**src/rtl/lsu_pkg.sv**
```systemverilog
// Shared types and constants for the memory-access (load/store) stage.
package lsu_pkg;

  typedef enum logic [1:0] {
    S_IDLE,
    S_REQ,
    S_RSP,
    S_WB
  } state_t;

  // Wide enough for any response timeout from 1 to 255 cycles.
  localparam int CNT_W = 8;

  localparam int EXC_OVF  = 0;
  localparam int EXC_ADDR = 1;
  localparam int EXC_BUS  = 2;
  localparam int EXC_W    = 3;

endpackage

```
**src/rtl/lsu_stage.sv**
```systemverilog
// Memory-access stage: runs a valid/ready data-memory transaction for lw/sw,
// passes other ALU results through, and emits one registered writeback record.
module lsu_stage
  import lsu_pkg::*;
#(
  parameter int TIMEOUT = 255
) (
  input  logic        clk,
  input  logic        rst_n,
  input  logic        ex_valid,
  output logic        ex_ready,
  input  logic        mem_read,
  input  logic        mem_write,
  input  logic [31:0] alu_out,
  input  logic        alu_overflow,
  input  logic [31:0] store_data,
  input  logic [4:0]  rd_in,
  input  logic        reg_write_in,
  output logic        dm_req_valid,
  input  logic        dm_req_ready,
  output logic        dm_we,
  output logic [31:0] dm_addr,
  output logic [31:0] dm_wdata,
  input  logic        dm_rsp_valid,
  input  logic [31:0] dm_rdata,
  output logic        wb_valid,
  output logic [31:0] wb_data,
  output logic [4:0]  wb_rd,
  output logic        wb_reg_write,
  output logic        exc_ovf,
  output logic        exc_addr,
  output logic        exc_bus
);

  localparam logic [CNT_W-1:0] TO_LAST = CNT_W'(TIMEOUT - 1);
  localparam logic [EXC_W-1:0] BUS_EXC = EXC_W'(1) << EXC_BUS;

  state_t             state;
  logic [CNT_W-1:0]   cnt;
  logic               load_q;
  logic               rw_q;
  logic [EXC_W-1:0]   exc;

  logic               is_mem;
  logic               misaligned;
  logic               early_wb;
  logic [EXC_W-1:0]   early_exc;

  // NOTE: every signal assigned here gets a default first, so no latch is inferred.
  always_comb begin
    is_mem     = mem_read || mem_write;
    misaligned = is_mem && (alu_out[1:0] != 2'b00);
    early_wb   = alu_overflow || !is_mem || misaligned;
    early_exc  = '0;
    // Overflow outranks misalignment; only one flag per record.
    early_exc[EXC_OVF]  = alu_overflow;
    early_exc[EXC_ADDR] = !alu_overflow && misaligned;
  end

  assign exc_ovf  = exc[EXC_OVF];
  assign exc_addr = exc[EXC_ADDR];
  assign exc_bus  = exc[EXC_BUS];

  // NOTE: sequential state uses non-blocking assignments only, so every
  // register samples pre-edge values regardless of statement order.
  always_ff @(posedge clk or negedge rst_n) begin
    if (!rst_n) begin
      state        <= S_IDLE;
      cnt          <= '0;
      load_q       <= 1'b0;
      rw_q         <= 1'b0;
      ex_ready     <= 1'b1;
      dm_req_valid <= 1'b0;
      dm_we        <= 1'b0;
      dm_addr      <= '0;
      dm_wdata     <= '0;
      wb_valid     <= 1'b0;
      wb_data      <= '0;
      wb_rd        <= '0;
      wb_reg_write <= 1'b0;
      exc          <= '0;
    end else begin
      case (state)
        S_IDLE: begin
          if (ex_valid) begin
            ex_ready <= 1'b0;
            wb_rd    <= rd_in;
            load_q   <= mem_read;
            rw_q     <= reg_write_in;
            if (early_wb) begin
              // Exceptions and non-memory ops skip the bus entirely.
              state        <= S_WB;
              wb_valid     <= 1'b1;
              wb_data      <= is_mem ? 32'h0 : alu_out;
              wb_reg_write <= reg_write_in && !alu_overflow && !misaligned && !mem_write;
              exc          <= early_exc;
            end else begin
              state        <= S_REQ;
              dm_req_valid <= 1'b1;
              dm_we        <= mem_write;
              dm_addr      <= alu_out;
              dm_wdata     <= store_data;
            end
          end
        end

        S_REQ: begin
          if (dm_req_ready) begin
            dm_req_valid <= 1'b0;
            if (load_q) begin
              state <= S_RSP;
              cnt   <= '0;
            end else begin
              state        <= S_WB;
              wb_valid     <= 1'b1;
              wb_data      <= '0;
              wb_reg_write <= 1'b0;
              exc          <= '0;
            end
          end
        end

        S_RSP: begin
          cnt <= cnt + 1'b1;
          // A response arriving in the final waiting cycle beats the timeout.
          if (dm_rsp_valid) begin
            state        <= S_WB;
            wb_valid     <= 1'b1;
            wb_data      <= dm_rdata;
            wb_reg_write <= rw_q;
            exc          <= '0;
          end else if (cnt == TO_LAST) begin
            state        <= S_WB;
            wb_valid     <= 1'b1;
            wb_data      <= '0;
            wb_reg_write <= 1'b0;
            exc          <= BUS_EXC;
          end
        end

        S_WB: begin
          state    <= S_IDLE;
          wb_valid <= 1'b0;
          ex_ready <= 1'b1;
        end

        default: state <= S_IDLE;
      endcase
    end
  end

endmodule

```
**config.mk**
```make
export PLATFORM = sky130hd
export DESIGN_NAME = lsu_stage
export DESIGN_NICKNAME = d
export VERILOG_FILES = /design/src/rtl/lsu_pkg.sv /design/src/rtl/lsu_stage.sv
export SDC_FILE = /design/constraint.sdc
export NUM_CORES = 1
export LEC_CHECK = 0
export ABC_CLOCK_PERIOD_IN_PS = 2500
export BUFFER_PORTS_ARGS = -buffer_cell sky130_fd_sc_hd__buf_4
export CORE_UTILIZATION = 36
export CTS_CLUSTER_DIAMETER = 50
export DETAILED_ROUTE_END_ITERATION = 8
export GPL_TIMING_DRIVEN = 0
export SLEW_MARGIN = 25
export SYNTH_ARGS = -nofsm -noshare
export SYNTH_HDL_FRONTEND = slang
export SYNTH_SLANG_ARGS = --single-unit
```
**constraint.sdc**
```tcl
create_clock -name clk -period 2.5 [get_ports clk]
set_clock_uncertainty 0.2 [all_clocks]
set_input_delay 0.5 -clock clk [delete_from_list [all_inputs] [get_ports clk]]
set_output_delay 0.5 -clock clk [all_outputs]
set_load 0.05 [all_outputs]
```
==> run metrics, run 1 <==
Sw Pwr 4.44 mW; Power Dens Cells 1350 nW/um2; DRC 0; worst-path fanout max 10; Area growth, synth to finish 47.3%; Cell variety after synth 40; FMAX 425 MHz; share of the synthesized area in the top cell type 56.1%; reg2reg path depth 7; clock root cell clkbuf_16; Logic pwr share 49.2%; post-CTS setup buffers 0; pre-CTS setup slack -0.0195 ns; flop2flop setup slack 0.15 ns; WL/cell 16.7 um; final setup violation count 0; clock power share 23.3%; kind of critical path reg2reg; Num CTS Buffers 17; Startpoint Class flip-flop; FF/Latch Area 3030 um2; hpwl dp 9840 um; Worst-path clk slew 0.05 ns; synthesized area 5350 um2; Final Cycle Share 94.1%; Max Root-Sink Buffers 2; Detail Route Antenna Nets 0; Reg-to-Reg End wb_data[23]; min-delay src store_data[9]; standard-cell row count 44; worst hold path depth 2; Final Net Count 725; Cells after Synth 369; Leakage 4.08 nW; Die Height 124 um; Flop pwr share 27.5%; post-synth top area cell dfrtp_1; vias in the first global route 3914; final period demand of the worst path 2.35 ns; Primary FF master, synth dfrtp_1; critical-path cell list inv_1 -> ha_1 -> and3_1 -> clkbuf_1 -> clkbuf_2 -> a22o_1 -> mux2_4; layout cell share with drive strength beyond 1 59.9%; Multi-input gate area 2170 um2; first-pass GRT wire length 20200 um; I/O pin cnt 219; worst hold endpoint dm_wdata[9]; Setup WS post-layout 0.146 ns; Pint 6.22 mW; Critical Path End Type flip-flop; gpl congestion 0.773; Die X 124 um; CTS tree done; total number of vias 3883; Slowest cell on crit path dfrtp_1; largest net degree at the start of global routing 69; Num Clock Sinks 121; GRT Overall Usage 17.6%; H-tree Lvls 4; sequential fraction of the synthesis area 56.6%; DR iter-0 viols 117; Reg2Reg Launch Point state[1]; worst-margin pin slew 0.417 ns; Port Buffers 218; Post-synth EDFFs 0; Mapped Avg Cell Area 14.5 um2; Max Slew Vio Count 0; FILL cells 1247; outcome finished clean; Initial Util 36.8%; warnings from Yosys 0; fraction of registers with async set/reset 100%; syn_nets 486; 1st-pass router iterations 4; slew margin rel. 72.1%; Fin. Hold Viols 0; Core ar. 14500 um2; crit path DAT 2.45 ns; Clock Latency Late Sink 0.41 ns; Critical Path Max Stage Delay 0.40 ns; switching share of power 41.6%; Crit path required time 2.59 ns; #FFs+latches synth 121; hold_ws 0.0982 ns; die area 15400 um2; Vias/cell 4.82; RSZ-0062 raised after global routing no; peak supply drop 0.000895 V; Overflow after GRT 0; initial antenna violation count 0; Max Cap Viol 0; top cells by area, synth dfrtp_1 (56%), mux2_2 (14%), mux2_4 (8.4%); type of the worst min-delay path in2reg; Routed WL 13500 um; ant diodes 0
-- area by class of cell --
cell class,instances,area share (%)
clock buffers,20,5.79
multi-input cells,222,27.5
clock inverters,12,1.89
well taps,184,2.92
flip-flops and latches,121,38.4
plain buffers,19,1.84
inverters,7,0.333
repair buffers,220,21.3
-- layer usage --
layer	track usage (%)	vias up	share of wire, %
met5	0	-	0
met4	7.66	0	1.9
met3	5.77	17	8.0
met2	28.0	144	48
met1	21.7	1904	42
li1	-	1818	-
-- power groups by stage --
stage | logic (mW) | registers [mW] | clock network, mW
floorplan | 1.92 | 4.77 | 0
global placement | 5.20 | 2.92 | 0
detailed placement | 5.27 | 2.95 | 0
CTS | 5.28 | 2.93 | 2.54
global route | 5.53 | 3.01 | 2.63
finish | 5.24 | 2.93 | 2.48
-- Yosys cell counts, types with 2 or more instances --
master      n
dfrtp_1   120
mux2_2     65
a22o_1     34
mux2_4     30
nand2_1    11
mux2_1     10
buf_6       8
clkbuf_1    8
ha_1        7
inv_1       7
o21ai_0     7
a21oi_1     6
nor2_1      6
and2_1      5
nand2b_1    5
nand3_1     5
a211oi_1    3
buf_2       3
nor2b_1     3
xnor2_1     3
and3_1      2
nor3_1      2
o21a_1      2
-- logic make-up (layout without fill, tap and decap cells) --
family	after synthesis	after routing	share of synthesized area, %
buffers and inverters	26	278	3.02
AND/OR/NAND/NOR	45	45	4.75
XOR/XNOR	3	3	0.491
multiplexers	106	106	24.4
AO/OA/AOI/OAI	61	61	9.12
flip-flops	121	121	56.6
adder cells (fa/ha/maj)	7	7	1.64
-- timing repair --
action | in CTS | in global routing
resized for setup | 1 | 14
hold endpoints to repair | 53 | 0
setup endpoints to repair | 10 | 82
pin swaps | 0 | 0
hold buffers | 1 | 0
-- placed cells by master, fill, tap and decap left out, drive strengths merged, types with 6 or more instances in the layout --
master	count
o21ai	9
inv	7
buf	230
ha	7
nor2	6
a22o	35
mux2	105
nand2	11
dfrtp	120
clkbuf	28
a21oi	7
-- registers in the layout (all words and copies together), names as in the netlist --
signal and count:
rw_q 1, load_q 1, wb_reg_write 1, wb_valid 1
dm_we 1, wb_rd 5, cnt 8, dm_req_valid 1
exc 3, state 2, dm_wdata 32, dm_addr 32
wb_data 32, ex_ready 1
-- worst max-delay path by stage --
stage | start | to | slack, ns | cells after the start
3_5_place_dp | state[0] | wb_data[23] | -0.02 | 7
3_3_place_gp | state[0] | wb_data[20] | 0.02 | 7
4_1_cts | state[0] | wb_data[8] | 0.0004 | 7
2_1_floorplan | state[0] | exc[0] | 0.39 | 7
6_report | state[1] | wb_data[23] | 0.15 | 7
5_1_grt | state[0] | wb_data[20] | 0.0005 | 7
-- through the flow --
stage          std cells  setup TNS, ns  cell area (um2)  utilization (%)  power [mW]
3_5_place_dp         772         -0.142             7250             49.9        8.22
3_3_place_gp         771              0             7220             49.7        8.13
6_report             805              0             7880             54.2        10.7
2_1_floorplan        369              0             5350                -        6.69
4_1_cts              805              0             7870             54.1        10.8
5_1_grt              805              0             7880             54.2        11.2
-- worst max-delay path, delay by kind of cell (launching register included) --
kind	cells	cell delay, ns
simple gates	1	0.18
mux	1	0.26
buf+inv	3	0.57
flops	1	0.40
fa+ha+maj	1	0.38
compound gates	1	0.23
Note: power is estimated with default switching activity, not from simulation.
==> run 2: changes to the inputs <==
Settings changed: ABC_AREA set to 1.
==> run metrics, run 2 <==
Die Height 125 um (+0.59%); peak supply drop 0.000654 V (-27%); Primary FF master, synth dfrtp_1; commonest non-fill, non-tap cell in the layout nand2_1; worst-path fanout max 10 (unchanged); Logic pwr share 53.7% (+4.5 points); sequential fraction of the synthesis area 55.9% (-0.67 points); clock root cell clkbuf_16; Mapped Avg Cell Area 8.20 um2 (-43%); worst-margin pin slew 0.615 ns (+0.198 ns); Critical Path Max Stage Delay 0.40 ns (about the same); warnings from Yosys 0 (unchanged); fraction of registers with async set/reset 100% (unchanged); syn_nets 777 (+60%); slew margin rel. 59.0% (-13 points); vias in the first global route 4858 (+24%); Num Clock Sinks 121 (unchanged); FILL cells 1380 (+11%); total number of vias 5100 (+31%); Initial Util 37.1% (+0.30 points); CTS resizes 0 (-1); Die X 125 um (+0.59%); final setup violation count 0 (unchanged); pre-CTS setup slack 0.210 ns (+0.230 ns); WL/cell 14.7 um (-12%); CTS tree done; top cells by area, synth dfrtp_1 (55%), nand2_1 (22%), o21ai_0 (4.2%); layout cell share with drive strength beyond 1 30.7% (-29 points); kind of critical path reg2reg; Max Slew Vio Count 0 (unchanged); Final Cycle Share 91.7% (-2.4 points); post-CTS setup buffers 0 (unchanged); DR iter-0 viols 243 (+110%); first-pass GRT wire length 25700 um (+28%); Overflow after GRT 0 (unchanged); critical-path cell list inv_1 -> ha_1 -> nand4_2 -> nor2_4 -> inv_2 -> buf_6 -> buf_2 -> nand2_1 -> o21ai_1; Vias/cell 4.65 (-3.5%); Pint 5.86 mW (-5.7%); die area 15500 um2 (+1.2%); GRT Overall Usage 21.1% (+3.6 points); Final Net Count 1016 (+40%); I/O pin cnt 219 (unchanged); Clock Latency Late Sink 0.41 ns (about the same); Leakage 4.43 nW (+8.7%); final period demand of the worst path 2.29 ns (-0.0604 ns); Multi-input gate area 1990 um2 (-8.1%); switching share of power 49.0% (+7.4 points); Fin. Hold Viols 0 (unchanged); Post-synth EDFFs 0 (unchanged); Area growth, synth to finish 44.8%; #FFs+latches synth 121 (unchanged); Power Dens Cells 1470 nW/um2 (+8.4%); commonest cells after routing, fill and taps aside nand2_1 (319), buf_4 (217), dfrtp_1 (120); clock power share 18.7% (-4.6 points); Detail Route Antenna Nets 0 (unchanged); synth cell count leaders nand2_1 (319), dfrtp_1 (120), inv_1 (58); 1st-pass router iterations 5 (+1); Buf+Inv Stages, Crit Path 4 (+1); Cell variety after synth 28 (-30%); hpwl dp 11900 um (+21%); FMAX 436 MHz (+2.6%); type of the worst min-delay path in2reg; standard-cell row count 44 (unchanged); Max Root-Sink Buffers 2 (unchanged); Sw Pwr 5.63 mW (+27%); largest net degree at the start of global routing 67 (-2.9%); Fin Setup TNS 0 ns (unchanged); Port Buffers 218 (unchanged); Cells after Synth 660 (+79%); Hold-fix buffers, CTS 1 (unchanged); Startpoint Class flip-flop; post-synth top area cell dfrtp_1; RSZ-0062 raised after global routing no; outcome finished clean; Routed WL 16100 um (+20%); Setup WS post-layout 0.207 ns (+0.0604 ns); H-tree Lvls 4 (unchanged); DRC 0 (unchanged); Core ar. 14600 um2 (+0.38%); synthesized area 5420 um2 (+1.2%); gpl congestion 0.845 (+9.3%); Slowest cell on crit path dfrtp_1; Crit path required time 2.57 ns (-0.02 ns); Worst-path clk slew 0.05 ns (about the same); share of the synthesized area in the top cell type 55.5% (-0.66 points); Num CTS Buffers 17 (unchanged); Max Cap Viol 0 (unchanged); FF/Latch Area 3030 um2 (unchanged); Flop pwr share 27.6% (about the same); critical path's top delay family buffers and inverters; largest registers dm_addr x32, dm_wdata x32, wb_data x32; count leader, synth nand2_1; crit path DAT 2.36 ns (-0.09 ns); initial antenna violation count 0 (unchanged); Critical Path End Type flip-flop; ant diodes 0 (unchanged)
run 2: cell count changes after synthesis, moves of 10 or more:
cell     change
a22o_1      -33
inv_1       +51
mux2_1      -10
mux2_2      -65
mux2_4      -30
nand2_1    +308
o21ai_0     +38
o21ai_1     +30
run 2: worst paths after layout:
check / startpoint / to / slack, ns / depth (start not counted)
max: state[1] / dm_addr[10] / 0.21 / 9
min: store_data[23] / dm_wdata[23] / 0.09 / 3
max reg2reg: state[1] / dm_addr[10] / 0.21 / 9
min reg2reg: dm_wdata[16] / dm_wdata[16] / 0.27 / 2
max in group asynchronous: rst_n / ex_ready / 0.97 / 3
min in group asynchronous: rst_n / dm_wdata[26] / 0.40 / 2
run 2: cells by family after synthesis:
group,synth area share (%)
AND/OR/NAND/NOR,26.9
flip-flops,55.9
buffers and inverters,7.32
AO/OA/AOI/OAI,7.88
adder cells (fa/ha/maj),1.62
XOR/XNOR,0.324
run 2: stage by stage:
step	hold WS (ns)	power (mW)	area (um2)	utilization, %	std cells
6_report	0.0881	11.5	7840	53.8	1096
5_1_grt	0.0847	12.1	7840	53.8	1096
4_1_cts	0.0725	11.6	7840	53.8	1096
3_5_place_dp	0.253	9.41	7320	50.2	1063
3_3_place_gp	0.258	9.30	7280	49.9	1062
2_1_floorplan	0.00441	7.36	5420	-	660
run 2: area by class of cell:
type / instances / share of cell area [%]
Multi-Input combinational cell: 453 / 25.4
Inverter: 61 / 2.92
Buffer: 25 / 2.14
Tap cell: 184 / 2.94
Timing Repair Buffer: 220 / 21.4
Clock inverter: 4 / 0.255
Clock buffer: 28 / 6.33
Sequential cell: 121 / 38.6
run 2: power by group through the flow:
stage,Combinational (mW),Sequential (mW),Clock (mW)
floorplan,1.74,5.61,0
global placement,6.14,3.16,0
detailed placement,6.22,3.19,0
CTS,6.23,3.18,2.20
global route,6.57,3.27,2.30
finish,6.17,3.18,2.15
run 2: per-layer routing:
layer / global-route usage [%] / wire, um / part of all wire [%]
met5: 0 / 0 / 0
met4: 7.44 / 222 / 1.4
met3: 5.28 / 951 / 5.9
met2: 34.2 / 7730 / 48
met1: 27.4 / 7210 / 45
run 2: worst register-to-register path, delay by kind of cell, from the launching register on:
kind | cells | cell delay (ns)
buffers and inverters | 4 | 0.61
adders and majority gates | 1 | 0.30
AOI/OAI and AO/OA | 1 | 0.07
DFF | 1 | 0.40
and+or+nand+nor | 3 | 0.58
==> run 3: changes to the inputs <==
Settings changed: CTS_BUF_LIST set to sky130_fd_sc_hd__clkbuf_4 sky130_fd_sc_hd__clkbuf_8, RECOVER_POWER set to 25.
==> run metrics, run 3 (synthesis gave the netlist of run 2 again) <==
commonest cells after routing, fill and taps aside nand2_1 (319), buf_4 (217), dfrtp_1 (120); area post-placement 7320 um2 (unchanged); initial antenna violation count 0 (unchanged); I/O pin cnt 219 (unchanged); Die X 125 um (unchanged); DR iter-0 viols 265 (+9.1%); Die Height 125 um (unchanged); Num Clock Sinks 121 (unchanged); Vias/cell 4.65 (-0.16%); FMAX 440 MHz (+0.89%); standard-cell row count 44 (unchanged); total number of vias 5092 (-0.16%); hpwl dp 11900 um (unchanged); final setup violation count 0 (unchanged); final period demand of the worst path 2.27 ns (-0.0203 ns); WL/cell 14.7 um (-0.16%); Fin Setup TNS 0 ns (unchanged); kind of critical path reg2reg; Detail Route Antenna Nets 0 (unchanged); Startpoint Class flip-flop; Final Cycle Share 90.9% (-0.81 points); FILL cells 1398 (+1.3%); Port Buffers 218 (unchanged); layout cell share with drive strength beyond 1 31.6% (+0.88 points); Area growth, synth to finish 41.5%; ant diodes 0 (unchanged); first-pass GRT wire length 25700 um (-0.16%); pre-CTS setup slack 0.210 ns (unchanged); cell area after layout 7660 um2 (-2.3%); Core ar. 14600 um2 (unchanged); type of the worst min-delay path in2reg; DRC 0 (unchanged); die area 15500 um2 (unchanged); Max Root-Sink Buffers 2 (unchanged); 1st-pass router iterations 6 (+1); GRT Overall Usage 21.1% (about the same); CTS tree done; Power Dens Cells 1420 nW/um2 (-2.8%); CTS resizes 0 (unchanged); Overflow after GRT 0 (unchanged); Clock Latency Late Sink 0.44 ns (+0.03 ns); Initial Util 37.1% (unchanged); Leakage 4.36 nW (-1.5%); Routed WL 16100 um (-0.16%); Fin. Hold Viols 0 (unchanged); Crit path required time 2.60 ns (+0.03 ns); slew margin rel. 2.05% (-57 points); Final Net Count 1016 (unchanged); H-tree Lvls 4 (unchanged); Critical Path End Type flip-flop; crit path DAT 2.37 ns (about the same); post-CTS setup buffers 0 (unchanged); commonest non-fill, non-tap cell in the layout nand2_1; Num CTS Buffers 17 (unchanged); Worst-path clk slew 0.07 ns (+0.02 ns); largest registers dm_addr x32, dm_wdata x32, wb_data x32; worst-margin pin slew 1.47 ns (+0.854 ns); largest net degree at the start of global routing 67 (unchanged); Max Cap Viol 0 (unchanged); peak supply drop 0.000626 V (-4.3%); clock root cell clkbuf_8; vias in the first global route 4850 (-0.16%); gpl congestion 0.845 (unchanged); worst-path fanout max 10 (unchanged); outcome finished clean; RSZ-0062 raised after global routing no; Max Slew Vio Count 0 (unchanged); Setup WS post-layout 0.227 ns (+0.0203 ns)
-- run 3: final cells by class --
| cell class | instances | area [um2] | share of cell area [%] |
|---|---|---|---|
| flip-flops and latches | 121 | 3030 | 39.5 |
| clock inverters | 4 | 20.0 | 0.261 |
| inverters | 61 | 229 | 2.99 |
| plain buffers | 25 | 168 | 2.19 |
| well taps | 184 | 230 | 3.00 |
| multi-input cells | 453 | 1990 | 26.0 |
| clock buffers | 28 | 335 | 4.37 |
| repair buffers | 220 | 1660 | 21.7 |
-- run 3: critical path: stages (launching register included) --
cell,delay [ns]
dfrtp_1,0.41
inv_1,0.14
ha_1,0.30
nand4_2,0.20
nor2_4,0.28
inv_2,0.10
buf_6,0.16
buf_2,0.20
nand2_1,0.09
o21ai_1,0.06
-- run 3: path summary, 6_finish.rpt --
| check | depth (start not counted) | end | from | slack, ns |
|---|---|---|---|---|
| worst max-delay path | 9 | dm_addr[10] | state[1] | 0.23 |
| worst max register to register | 9 | dm_addr[10] | state[1] | 0.23 |
| max in group asynchronous | 3 | ex_ready | rst_n | 0.28 |
| min in group asynchronous | 2 | dm_wdata[26] | rst_n | 0.74 |
| worst min-delay path | 3 | dm_wdata[23] | store_data[23] | 0.06 |
| worst min register to register | 2 | wb_data[17] | wb_data[17] | 0.27 |
-- run 3: report_power, final --
group          total [mW]  switching (mW)  internal (mW)
Combinational        6.16            4.37           1.80
Sequential           3.17           0.450           2.72
Clock                1.58           0.733          0.846
-- run 3: repair_timing --
item                                    4_1_cts  5_1_grt
endpoints found under the setup margin        0        0
endpoints found under the hold margin        55        0
hold buffers                                  1        0
-- run 3: layer usage --
metal	up-vias	global-route usage [%]	share of wire, %
li1	2515	-	-
met2	163	34.1	48
met1	2402	27.3	44
met4	0	7.37	0.98
met5	-	0	0
met3	12	5.63	6.8
-- run 3: stage by stage --
stage | total power [mW] | std cells | util, % | hold WS, ns
2_1_floorplan | 7.36 | 660 | - | 0.00441
3_3_place_gp | 9.30 | 1062 | 49.9 | 0.258
3_5_place_dp | 9.41 | 1063 | 50.2 | 0.253
4_1_cts | 11.0 | 1096 | 52.7 | 0.0280
5_1_grt | 11.6 | 1096 | 52.5 | 0.0386
6_report | 10.9 | 1096 | 52.5 | 0.0551
